**src/rtl/mips_fetch_sequencer.sv**
```systemverilog
// ---------------------------------------------------------------------------
// mips_fetch_sequencer
//   Multi-cycle MIPS instruction sequencer.  Each instruction is fetched
//   (FETCH), then executed in one or two cycles (EXEC1, optional EXEC2).
//   Branches and jumps are captured in EXEC1 and applied after the
//   following delay-slot instruction commits.  A commit of PC value zero
//   parks the sequencer in HALT until reset.
//
// Ports
//   clk          rising-edge clock
//   reset        synchronous active-high reset
//   waitrequest  memory busy, stalls FETCH and EXEC1
//   readdata     instruction word from memory during FETCH
//   Extra        decoder: instruction needs an EXEC2 cycle
//   is_branch    decoder: jump or taken branch (sampled in EXEC1)
//   PCControl    target select: 00 relative, 01 J-index, 1x register
//   rs_data      register-file rs value (JR/JALR target)
//   state        00 FETCH, 01 EXEC1, 10 EXEC2, 11 HALT
//   instr        instruction register
//   pc           address of the current instruction
//   link_addr    pc + 8, return address for linking instructions
//   active       high while not in HALT
// ---------------------------------------------------------------------------
module mips_fetch_sequencer #(
    parameter logic [31:0] RESET_VECTOR = 32'hBFC0_0000
) (
    input  logic        clk,
    input  logic        reset,
    input  logic        waitrequest,
    input  logic [31:0] readdata,
    input  logic        Extra,
    input  logic        is_branch,
    input  logic [1:0]  PCControl,
    input  logic [31:0] rs_data,
    output logic [1:0]  state,
    output logic [31:0] instr,
    output logic [31:0] pc,
    output logic [31:0] link_addr,
    output logic        active
);

    typedef enum logic [1:0] {
        ST_FETCH = 2'b00,
        ST_EXEC1 = 2'b01,
        ST_EXEC2 = 2'b10,
        ST_HALT  = 2'b11
    } state_t;

    state_t      r_state;
    logic [31:0] r_pc;
    logic [31:0] r_instr;
    logic        r_pending;
    logic [31:0] r_target;

    state_t      w_state_nxt;
    logic [31:0] w_pc_nxt;
    logic [31:0] w_instr_nxt;
    logic        w_pending_nxt;
    logic [31:0] w_target_nxt;

    logic [31:0] w_pc_plus4;
    logic [31:0] w_branch_target;
    logic [31:0] w_commit_pc;
    logic        w_commit_halt;
    logic        w_capture;

    assign w_pc_plus4    = r_pc + 32'd4;
    // A pending redirect wins over sequential advance at commit time.
    assign w_commit_pc   = r_pending ? r_target : w_pc_plus4;
    assign w_commit_halt = (w_commit_pc == 32'h0000_0000);
    // Only the first branch is captured; a branch sitting in the delay slot
    // sees r_pending=1 and is dropped.
    assign w_capture     = (r_state == ST_EXEC1) && !waitrequest && is_branch && !r_pending;

    // Branch/jump target selection from the current instruction.
    always_comb begin
        w_branch_target = w_pc_plus4;
        case (PCControl)
            2'b00:   w_branch_target = w_pc_plus4 + {{14{r_instr[15]}}, r_instr[15:0], 2'b00};
            2'b01:   w_branch_target = {w_pc_plus4[31:28], r_instr[25:0], 2'b00};
            default: w_branch_target = rs_data;
        endcase
    end

    // Next-state and next-register computation for the sequencer.
    always_comb begin
        w_state_nxt   = r_state;
        w_pc_nxt      = r_pc;
        w_instr_nxt   = r_instr;
        w_pending_nxt = r_pending;
        w_target_nxt  = r_target;
        case (r_state)
            ST_FETCH: begin
                if (!waitrequest) begin
                    w_instr_nxt = readdata;
                    w_state_nxt = ST_EXEC1;
                end else begin
                    w_state_nxt = ST_FETCH;
                end
            end
            ST_EXEC1: begin
                if (!waitrequest) begin
                    if (Extra) begin
                        w_state_nxt = ST_EXEC2;
                    end else begin
                        w_pc_nxt      = w_commit_pc;
                        w_pending_nxt = 1'b0;
                        w_state_nxt   = w_commit_halt ? ST_HALT : ST_FETCH;
                    end
                end else begin
                    w_state_nxt = ST_EXEC1;
                end
                // Capture only happens with r_pending=0, so it never races
                // a commit that consumes a pending target.
                if (w_capture) begin
                    w_pending_nxt = 1'b1;
                    w_target_nxt  = w_branch_target;
                end else begin
                    w_target_nxt  = r_target;
                end
            end
            ST_EXEC2: begin
                w_pc_nxt      = w_commit_pc;
                w_pending_nxt = 1'b0;
                w_state_nxt   = w_commit_halt ? ST_HALT : ST_FETCH;
            end
            ST_HALT: begin
                w_state_nxt = ST_HALT;
            end
            default: begin
                w_state_nxt = ST_FETCH;
            end
        endcase
    end

    // State and datapath registers with synchronous reset.
    always_ff @(posedge clk) begin
        if (reset) begin
            r_state   <= ST_FETCH;
            r_pc      <= RESET_VECTOR;
            r_instr   <= 32'h0000_0000;
            r_pending <= 1'b0;
            r_target  <= 32'h0000_0000;
        end else begin
            r_state   <= w_state_nxt;
            r_pc      <= w_pc_nxt;
            r_instr   <= w_instr_nxt;
            r_pending <= w_pending_nxt;
            r_target  <= w_target_nxt;
        end
    end

    assign state     = r_state;
    assign instr     = r_instr;
    assign pc        = r_pc;
    assign link_addr = r_pc + 32'd8;
    assign active    = (r_state != ST_HALT);

endmodule

```
**config.mk**
```make
export PLATFORM = sky130hd
export DESIGN_NAME = mips_fetch_sequencer
export DESIGN_NICKNAME = d
export VERILOG_FILES = /design/src/rtl/mips_fetch_sequencer.sv
export SDC_FILE = /design/constraint.sdc
export NUM_CORES = 1
export LEC_CHECK = 0
export CELL_PAD_IN_SITES_DETAIL_PLACEMENT = 2
export CELL_PAD_IN_SITES_GLOBAL_PLACEMENT = 2
export CORE_UTILIZATION = 29
export CTS_BUF_LIST = sky130_fd_sc_hd__clkbuf_16
export CTS_CLUSTER_SIZE = 30
export DETAILED_ROUTE_END_ITERATION = 8
export PLACE_DENSITY = 0.87
export SLEW_MARGIN = 20
export SYNTH_ARGS = -nofsm -noshare
export SYNTH_HDL_FRONTEND = slang
export SYNTH_SLANG_ARGS = --single-unit
export TNS_END_PERCENT = 1
```
**constraint.sdc**
```tcl
create_clock -name clk -period 4.7 [get_ports clk]
set_input_delay 0.94 -clock clk [delete_from_list [all_inputs] [get_ports clk]]
set_output_delay 0.94 -clock clk [all_outputs]
set_load 0.01 [all_outputs]
```
== After elaboration in Yosys (flattened, before gate mapping) ==
Cells that the tools add are included.

* Flip-flop bits (word level): 99
* Bits in latches: 0
* Memory bits (writable): 0
* ROM bits: 0
* Logic and storage cells: 45
* Memories kept: 0

* $add $sub $neg: 3
* $mul: 0
* Div/mod/pow operators: 0
* Order comparisons: 0
* Equality and inequality tests: 9
* Shift-type cells: 0
* Multiplexer cells: 14
* Bitwise operators: 1
* Reductions and logical operators: 13

{| class="wikitable"
|+ Operators with widths
! cell !! number
|-
| case mux 32 bit (2 select lines) || 2
|-
| two-way mux 32 bit || 3
|-
| adder 32 x 3 -> 32 bit (second input constant) || 1
|-
| adder 32 bit || 1
|-
| adder 32 x 4 -> 32 bit (second input constant) || 1
|-
| logical NOT 32 bit || 1
|-
| case mux 2 bit (4 select lines) || 1
|-
| two-way mux 2 bit || 3
|-
| inequality test 2 bit (second input constant) || 3
|-
| inequality test 3 bit (second input constant) || 2
|-
| AND reduction 3 bit || 2
|-
| == test 2 x 1 -> 1 bit (second input constant) || 2
|-
| == test 2 bit (second input constant) || 2
|-
| logical NOT 2 bit || 2
|-
| two-way mux 1 bit || 4
|-
| AND reduction 2 bit || 2
|-
| logical AND 1 bit || 3
|-
| logical NOT 1 bit || 2
|-
| case mux 1 bit (2 select lines) || 1
|-
| nonzero test 2 bit || 1
|-
| inverter 1 bit || 1
|}

== Longest topological paths before layout ==
* Depth in word-level cells: 7
* Mapped depth: 16

== Least setup slack after synthesis ==
No wires, ideal clock.

* Path kind: reg-to-reg
* Start point: register r_pc[2] (netlist: pc[2])
* End point: register r_target[29]
* Arrival time: 3.694 ns
* Setup slack: 0.932 ns
* Stages on the path, launching flop included: 16
* Path buffers: 1
* Period minus slack after synthesis: 3.768 ns
* Cell sequence: dfxtp_1 ha_1 nand3_1 or4_1 buf_6 nor2_1 xnor2_1 inv_1 ha_1 o21a_1 o21ai_0 o21ai_0 and4_1 a21oi_1 or4b_1 a31oi_1

* Cells in the longest elaborated chain, start to end: 3

{| class="wikitable"
|+ RTL lines
! what !! RTL line !! source
|-
| from (decl) || 50 || <nowiki>logic [31:0] r_pc;</nowiki>
|-
| from (signal assigned) || 146 || <nowiki>r_pc <= w_pc_nxt;</nowiki>
|-
| adder 32 x 3 -> 32 bit (*) || 67 || <nowiki>assign w_pc_plus4 = r_pc + 32'd4;</nowiki>
|-
| adder 32 bit || 79 || <nowiki>2'b00: w_branch_target = w_pc_plus4 + {{14{r_instr[15]}}, r_instr[15:0], 2'b00};</nowiki>
|-
| case mux 32 bit (2 select lines) (*) || 78 || <nowiki>case (PCControl)</nowiki>
|-
| to (signal assigned) || 149 || <nowiki>r_target <= w_target_nxt;</nowiki>
|-
| to (decl) || 53 || <nowiki>logic [31:0] r_target;</nowiki>
|}

Every way passes the cells marked *; elsewhere a longest branch is shown, timed or not.
A chain may end at the register's enable or synchronous reset.

== Final worst setup path ==
* Start point: register r_pc[3] (netlist: pc[3])
* End point: register r_target[23]

* Cells in the longest elaborated chain, start to end: 3

{| class="wikitable"
|+ RTL lines
! what !! RTL line
|-
| adder 32 x 3 -> 32 bit || 67
|-
| adder 32 bit || 79
|-
| case mux 32 bit (2 select lines) || 78
|}

Every way passes these cells.

==> impl_metrics.yaml <==
detailed_routing:
  antenna_left: 0
  first_iter_violations: 317
  vias: 8025
  drcViolationCount: 0
  routed.top_layer: "met4"
  wire_per_inst_um: 21.3
  wl_met1_um: 14800
  wirelength_um: 31100
  met2_length_um: 14400
  drt_pass1_iterations: 5
  via_per_inst: 5.48
  wl_met3_um: 1260
synthesis:
  synth-async-reset-ratio_pct: 0
  avgSynthCellArea_um2: 7.42
  ys_seq_area_share_pct: 26.6
  syn-num-nets: 1116
  syn_inst: 1003
  synth_enable_flop_cells: 0
  syn_area_um2: 7440
  synth_cell_type_count: 70
  synth-main-ff-cell: "dfxtp_1"
  ys_ff_latch: 99
  yosys_warnings: 0
floorplanning:
  coreArea_um2: 25200
  initial_utilization_pct: 29.6
  die_y_um: 162
  die-area_um2: 26300
  die_w_um: 162
  ios: 170
  fp-row-count: 58
setup_path:
  cp-end-kind: "register"
  crit_type: "reg2reg"
  cp_max_fo: 8
  required_ns: 4.92
  cp.arrival_ns: 4.50
  startpoint_type: "register"
  rrSetupSlack_ns: 0.42
cells_and_area:
  diodes: 0
  final_common_cell: "clkdlybuf4s50_1"
  stdcell_area_um2: 9650
  nets: 1242
  syn_to_final_growth_pct: 29.7
  mostFrequentLayoutCells: "168 x clkdlybuf4s50_1, 162 x nand2_1, 107 x a21oi_1"
  drive_gt1_share_pct: 5.03
sta:
  finalSetupViolCount: 0
  fin_skew_ns: 0.0134
  maxSlewHeadroom_pct: 42.9
  whs_ns: 0.458
  fin_crit_ns: 4.28
  min_period_over_period_pct: 91.1
  rsz0062_at_grt: "false"
  finalHoldViolations: 0
  tightestPinTransition_ns: 0.853
  drv_slew: 0
  finalSetupTns_ns: 0
  max_freq_mhz: 233
clock_network:
  cts_sinks: 99
  tritoncts: "yes"
  cts_setup_buffers: 0
  numCtsBuffers: 9
  clock_latency_ns: 0.37
  htreeDepth: 3
  clockBufferDepth: 2
  clock-root-buffer: "clkbuf_16"
  clkTransAtPathRegs_ns: 0.08
power_and_ir_drop:
  leakage_nw: 3.75
  ir_worst_vdd_mv: 0.132
  power_density_nw_per_um2: 225
placement:
  gp_congestion: 0.901
  portBuffers: 169
  dp_hpwl_um: 24000
  place_area_um2: 9380
job:
  drv_cap: 0
grt:
  antenna_found_initial: 0
  grtUsageTotal_pct: 23.9
  grt_pass1_vias: 8415
  overflow: 0
  grt_max_degree: 52
  grt_pass1_wl_um: 48900
outcome:
  status: "finished clean"
min_path:
  min_path_type: "reg2reg"
[layer usage]
layer	global-route usage, %	vias up
li1	-	3820
met1	32.6	3978
met2	39.2	180
met3	2.81	47
met4	7.72	0
met5	0	-
[worst max-delay path, cell delays in order (launching register included)]
cell       delay, ns
dfxtp_1         0.47
ha_1            0.27
nand3_1         0.25
nor3_1          0.25
xor2_1          0.38
ha_1            0.41
a2111oi_0       0.43
o21ai_0         0.25
a32oi_1         0.34
nand3_1         0.28
a41oi_1         0.31
xnor2_1         0.11
a221oi_1        0.30
nor2_1          0.08
[registers in the layout (all words and copies together), names as in the netlist]
register,cells
r_target,32
state,2
r_pending,1
instr,32
pc,32
[report_power, final]
part	switching [W]	internal, W
Clock	0.000367	0.000357
Sequential	0.0000507	0.000874
Combinational	0.000284	0.000239
Total	0.000702	0.00147
[cells in the mapped netlist (10+ instances only)]
master | number | area share (%)
nor3_1 | 23 | 1.5
nand2b_1 | 11 | 0.92
nand3_1 | 32 | 2.2
ha_1 | 41 | 6.9
a221oi_1 | 11 | 1.3
inv_1 | 23 | 1.2
a21oi_1 | 107 | 7.2
and3_1 | 17 | 1.4
nor2_1 | 83 | 4.2
o21ai_0 | 44 | 3.0
xor2_1 | 32 | 3.8
xnor2_1 | 47 | 5.5
nand2_1 | 162 | 8.2
a31oi_1 | 11 | 0.92
clkbuf_1 | 52 | 2.6
dfxtp_1 | 99 | 27
o211ai_1 | 22 | 2.2
a211oi_1 | 18 | 1.8
a21o_1 | 10 | 1.0
mux2i_1 | 16 | 2.2
[worst paths after layout]
path,startpoint,to,cells after the start
worst min-delay path,r_target[14],r_target[14],2
worst min register to register,r_target[14],r_target[14],2
worst max register to register,pc[3],r_target[23],13
worst max-delay path,pc[3],r_target[23],13
[layout make-up]
type,instances,area (um^2)
fillers,2908,15500
clock buffers,9,225
multi-input cells,807,5060
repair buffers,189,1840
flip-flops and latches,99,1980
inverters,23,86.3
clock inverters,7,45.0
well taps,330,413
[kinds of logic (layout without fill, tap and decap cells)]
| kind of cell | Yosys count | in the layout | share of synthesized area, % |
|---|---|---|---|
| xor gates and xnor gates | 80 | 80 | 9.51 |
| adders and majority gates | 42 | 42 | 7.16 |
| buffers and inverters | 97 | 228 | 5.65 |
| muxes | 18 | 18 | 2.45 |
| AOI/OAI and AO/OA | 276 | 276 | 23.3 |
| DFF | 99 | 99 | 26.6 |
| and+or+nand+nor | 391 | 391 | 25.3 |
[stage by stage]
step | total power, W | utilization, % | std cells | setup WS (ns)
3_3_place_gp | 0.00144 | 37.2 | 1448 | 0.549
3_5_place_dp | 0.00146 | 37.2 | 1448 | 0.277
5_1_grt | 0.00227 | 38.3 | 1464 | 0.0593
2_1_floorplan | 0.00122 | - | 1003 | 0.932
4_1_cts | 0.00219 | 38.3 | 1464 | 0.257
6_report | 0.00217 | 38.3 | 1464 | 0.417
[timing repair]
| action | in CTS | in global routing |
|---|---|---|
| setup endpoints to repair | 0 | 3 |
| gates resized for setup | 0 | 3 |
| hold buffers | 0 | 0 |
Note: power is estimated with default switching activity, not from simulation.
